<file path="src/rtl/retospect_cfg_loader.sv">
// Configuration chain loader: serialises config bytes LSB-first into the chain
// head while collecting the bits falling out of the chain tail as readback bytes.
module retospect_cfg_loader #(
    parameter int unsigned CHAIN_LEN = 523,
    parameter int unsigned CNT_W     = 10
) (
    input  logic       clk,
    input  logic       reset,
    input  logic       start,
    input  logic [7:0] wr_data,
    input  logic       wr_valid,
    output logic       wr_ready,
    output logic [7:0] rd_data,
    output logic       rd_valid,
    input  logic       rd_ready,
    output logic       config_en,
    output logic       bs_out,
    input  logic       bs_ret,
    output logic       busy,
    output logic       done
);

    localparam logic [CNT_W-1:0] LenC = CNT_W'(CHAIN_LEN);

    typedef enum logic [1:0] {StIdle, StShift, StDrain, StFin} state_t;

    state_t           state;
    logic [7:0]       in_buf;
    logic [3:0]       in_cnt;   // bits still to shift out of in_buf
    logic [CNT_W-1:0] ld_cnt;   // bits accepted from wr_data so far
    logic [CNT_W-1:0] bit_cnt;  // shifts issued
    logic [CNT_W-1:0] ret_cnt;  // returned bits captured
    logic [7:0]       rb_sr;
    logic [3:0]       rb_cnt;

    logic [CNT_W-1:0] remain;
    logic [3:0]       load_n;
    logic [3:0]       rb_fill;
    logic             wr_fire;
    logic             stall;
    logic             shift_go;
    logic             all_back;
    logic             xfer;
    logic [7:0]       rb_sr_d;
    logic [3:0]       rb_cnt_d;

    assign wr_ready = (state == StShift) && (in_cnt == 4'd0) && (ld_cnt != LenC);
    assign wr_fire  = wr_valid && wr_ready;
    assign remain   = LenC - ld_cnt;
    // A bit already on the wire (config_en high) will land in rb_sr next edge,
    // so it counts towards the readback occupancy when deciding to stall.
    assign rb_fill  = rb_cnt + {3'b000, config_en};
    assign stall    = rd_valid && (rb_fill >= 4'd8);
    assign shift_go = (state == StShift) && (in_cnt != 4'd0) && !stall;
    assign all_back = (ret_cnt == LenC);
    assign xfer     = !rd_valid && ((rb_cnt == 4'd8) || (all_back && rb_cnt != 4'd0));

    // Final byte may carry fewer than 8 useful bits.
    always_comb begin
        if (remain >= CNT_W'(8)) begin
            load_n = 4'd8;
        end else begin
            load_n = remain[3:0];
        end
    end

    // Readback register next state: empty on transfer, then absorb the returning bit.
    always_comb begin
        rb_sr_d  = rb_sr;
        rb_cnt_d = rb_cnt;
        if (xfer) begin
            rb_sr_d  = 8'h00;
            rb_cnt_d = 4'd0;
        end
        if (config_en) begin
            rb_sr_d[rb_cnt_d[2:0]] = bs_ret;
            rb_cnt_d               = rb_cnt_d + 4'd1;
        end
    end

    // Control FSM, serialiser and readback state with registered outputs.
    always_ff @(posedge clk) begin
        if (reset) begin
            state     <= StIdle;
            in_buf    <= 8'h00;
            in_cnt    <= 4'd0;
            ld_cnt    <= '0;
            bit_cnt   <= '0;
            ret_cnt   <= '0;
            rb_sr     <= 8'h00;
            rb_cnt    <= 4'd0;
            rd_data   <= 8'h00;
            rd_valid  <= 1'b0;
            config_en <= 1'b0;
            bs_out    <= 1'b0;
            busy      <= 1'b0;
            done      <= 1'b0;
        end else begin
            config_en <= 1'b0;
            done      <= 1'b0;
            rb_sr     <= rb_sr_d;
            rb_cnt    <= rb_cnt_d;
            if (config_en) begin
                ret_cnt <= ret_cnt + 1'b1;
            end
            if (rd_valid && rd_ready) begin
                rd_valid <= 1'b0;
            end
            if (xfer) begin
                rd_data  <= rb_sr;
                rd_valid <= 1'b1;
            end

            unique case (state)
                StIdle: begin
                    if (start) begin
                        state   <= StShift;
                        busy    <= 1'b1;
                        bit_cnt <= '0;
                        in_cnt  <= 4'd0;
                        ld_cnt  <= '0;
                        ret_cnt <= '0;
                        rb_cnt  <= 4'd0;
                        rb_sr   <= 8'h00;
                    end
                end
                StShift: begin
                    if (wr_fire) begin
                        in_buf <= wr_data;
                        in_cnt <= load_n;
                        ld_cnt <= ld_cnt + {{(CNT_W-4){1'b0}}, load_n};
                    end
                    if (shift_go) begin
                        config_en <= 1'b1;
                        bs_out    <= in_buf[0];
                        in_buf    <= in_buf >> 1;
                        in_cnt    <= in_cnt - 4'd1;
                        bit_cnt   <= bit_cnt + 1'b1;
                    end
                    if (bit_cnt == LenC) begin
                        state <= StDrain;
                    end
                end
                StDrain: begin
                    if (all_back && !config_en && rb_cnt == 4'd0 && !rd_valid) begin
                        state <= StFin;
                        done  <= 1'b1;
                    end
                end
                StFin: begin
                    state <= StIdle;
                    busy  <= 1'b0;
                end
                default: state <= StIdle;
            endcase
        end
    end

endmodule
</file>
<file path="config.mk">
export PLATFORM = sky130hd
export DESIGN_NAME = retospect_cfg_loader
export DESIGN_NICKNAME = d
export VERILOG_FILES = /design/src/rtl/retospect_cfg_loader.sv
export SDC_FILE = /design/constraint.sdc
export NUM_CORES = 1
export LEC_CHECK = 0
export CORE_MARGIN = 3
export CORE_UTILIZATION = 50
export CTS_CLUSTER_SIZE = 14
export DETAILED_ROUTE_END_ITERATION = 10
export GPL_ROUTABILITY_DRIVEN = 0
export PLACE_DENSITY = 0.72
export RECOVER_POWER = 25
export SLEW_MARGIN = 5
export SYNTH_ARGS = -nofsm -noshare
export SYNTH_HDL_FRONTEND = slang
export SYNTH_SLANG_ARGS = --single-unit
</file>
<file path="constraint.sdc">
create_clock -name clk -period 3 [get_ports clk]
set_input_delay 0.6 -clock clk [delete_from_list [all_inputs] [get_ports clk]]
set_output_delay 0.6 -clock clk [all_outputs]
set_load 0.005 [all_outputs]
</file>
==> impl_metrics.ini <==
[synth]
netlist_area_um2 = 3490
synth_seq_cells = 69
syn_area_per_cell_um2 = 8.72
synth_top_area_cell = dfxtp_1
netlist.area_leader.share_pct = 39.6
ys_seq_area_share_pct = 39.6
synthCells = 400
ys_types = 58
yosys_most_used_dff = dfxtp_1
synth_area_leaders = dfxtp_1, mux2i_1, nor2_1
syn-num-nets = 428
ys_async_sr_fraction_pct = 0
synth-edff-count = 0
yosys_warnings = 0

[critical_path]
arrival_ns = 2.95
path_cells = or4_4 -> buf_4 -> o211ai_2 -> a31oi_1 -> o211a_1 -> or2_2 -> ha_1 -> mux2i_1 -> nor2_1
start_kind = flop
crit_path_top_delay_cell = or4_4
worst-path-buf-inv = 1
r2r_slack_ns = 0.29
crit_path_end_kind = flop
worst-path-max-fanout = 19
critical_path_class = reg -> reg
cpLargestDelayFamily = simple AND/OR/NAND/NOR gates
critPathRequiredTime_ns = 3.23
max_stage_delay_ns = 0.55

[sta]
relSlewSlack_pct = 48.9
layout_min_cycle_time_ns = 2.71
fmax_mhz = 369
finalSetupTns_ns = 0
tightestPinTransition_ns = 0.767
finalClockSkew_ns = 0.0133
finalCritPeriodShare_pct = 90.4
rsz0062_at_grt = false
holdWs_ns = 0.457
slew_violations = 0
setup_viol = 0
setup_slack_ns = 0.287
final_hold_viol_count = 0

[pwr]
p_leak_nw = 1.51
clkPwrFrac_pct = 35.4
peakVddDrop_uv = 359
p_per_area_nw_per_um2 = 627
power.total_mw = 2.56
internal_power_mw = 1.79
swShare_pct = 30.0
seqPwrFrac_pct = 40.5
p_sw_uw = 767
comb_power_share_pct = 24.1

[clock_network]
cts-root-buf = clkbuf_8
h-tree-depth = 3
cts_made_buffers = 9
cts_buffer_depth = 2
cts_sinks = 69
path_clk_slew_ns = 0.07
cts_tree = built
insertion_delay_ns = 0.35

[grt]
grt_overflow = 0
grt_pass1_vias = 2709
grt_max_degree = 29
grtUsageTotal_pct = 18.9
antenna_found_initial = 0
grt_pass1_wl_mm = 11.9

[cells_and_area]
final_util_pct = 62.1
instances_no_fill = 523
antennaDiodeCount = 0
final_cell_mix = dfxtp_1, nor2_1, nand2_1, mux2i_1, a21oi_1
nets = 453
fin_area_um2 = 4080
final_common_cell = dfxtp_1
drive_gt1_share_pct = 8.37
synthToLayoutAreaGrowth_pct = 16.9

[floorplanning]
rows = 29
io_pins = 28
start_util_pct = 53.1
die_y_um = 89.5
die_area_um2 = 8010
die_w_um = 89.5
core_um2 = 6570

[min_path]
hold_path_class = reg -> reg

[detailed_routing]
routedWlPerCell_um = 13.8
drt-total-wl_mm = 7.21
ant_nets = 0
firstDrtPassIters = 4
num_vias = 2885
drt_iter0_drc = 115
drcViolationCount = 0
routed_via_density = 5.52

[status]
outcome = finished, final reports clean

[place]
dp_hpwl_mm = 4.94
dp_cells = 506
numPortBuffers = 27
place_area_um2 = 3830
place_ws_ns = 0.304

[job]
max_cap_violations = 0
worst min-delay path, delay by kind of cell (launching register included):
kind / cells / cell delay, ns
simple gates: 1 / 0.05
compound gates: 1 / 0.05
flops: 1 / 0.31
kinds of logic after synthesis:
| logic type | count (synthesis) | synth area share, % |
|---|---|---|
| and+or+nand+nor | 163 | 24.3 |
| AOI/OAI and AO/OA | 71 | 13.6 |
| DFF | 69 | 39.6 |
| buffers and inverters | 34 | 4.41 |
| muxes | 26 | 7.46 |
| xor gates and xnor gates | 22 | 5.52 |
| adders and majority gates | 14 | 5.02 |
| other | 1 | 0.108 |
worst paths after layout:
check	startpoint	end	cells past startpoint
worst max-delay path	ld_cnt[5]	ld_cnt[1]	9
worst min-delay path	bs_out	bs_out	2
worst max register to register	ld_cnt[5]	ld_cnt[1]	9
worst min register to register	bs_out	bs_out	2
routing by layer:
layer | up-vias | GRT usage [%] | part of all wire, %
li1 | 1470 | - | -
met1 | 1351 | 23.3 | 45
met2 | 54 | 31.5 | 49
met3 | 10 | 5.71 | 4.5
met4 | 0 | 6.36 | 1.5
met5 | - | 0 | 0
repair_timing:
action,4_1_cts,5_1_grt
hold buffers,0,0
resized for setup,3,2
pin swaps,1,2
endpoints found under the setup margin,1,1
buffers inserted,0,1
synth_stat cells (3+ instances only):
master    number
and3_1         6
mux2i_1       26
nor3b_1        5
or3_1          6
dfxtp_1       69
nand4_1        7
a211o_1        3
inv_1         11
or4_1          7
o21ai_0       11
clkbuf_1      12
nand3_1       11
a211oi_1       8
nor2b_1        4
nor2_1        58
xnor2_1        7
ha_1          14
nor3_1         9
xor2_1        15
nor4bb_1       3
nand2_1       28
a31oi_1        3
a21oi_1       22
buf_2          6
o31ai_1        6
power groups by stage:
stage	clock network, mW	registers, mW	logic (mW)
2_1_floorplan	0	1.04	0.465
3_3_place_gp	0	1.05	0.612
3_5_place_dp	0	1.06	0.622
4_1_cts	0.926	1.04	0.629
5_1_grt	0.965	1.05	0.696
6_report	0.906	1.04	0.616
area by class of cell:
cell class / count / area (um^2)
clock buffer: 10 / 128
clock inverter: 6 / 111
timing repair buffer: 37 / 340
tap: 93 / 116
inverter: 11 / 41.3
multi-input combinational: 297 / 1950
fill: 584 / 2490
sequential: 69 / 1390
flip-flops by register name, summed over array words and instances (netlist names):
name / flops
ld_cnt: 10
bs_out: 1
bit_cnt: 10
rb_cnt: 4
done: 1
in_cnt: 4
rd_valid: 1
state: 2
config_en: 1
rb_sr: 8
ret_cnt: 10
in_buf: 8
busy: 1
rd_data: 8
Note: power is estimated with default switching activity, not from simulation.
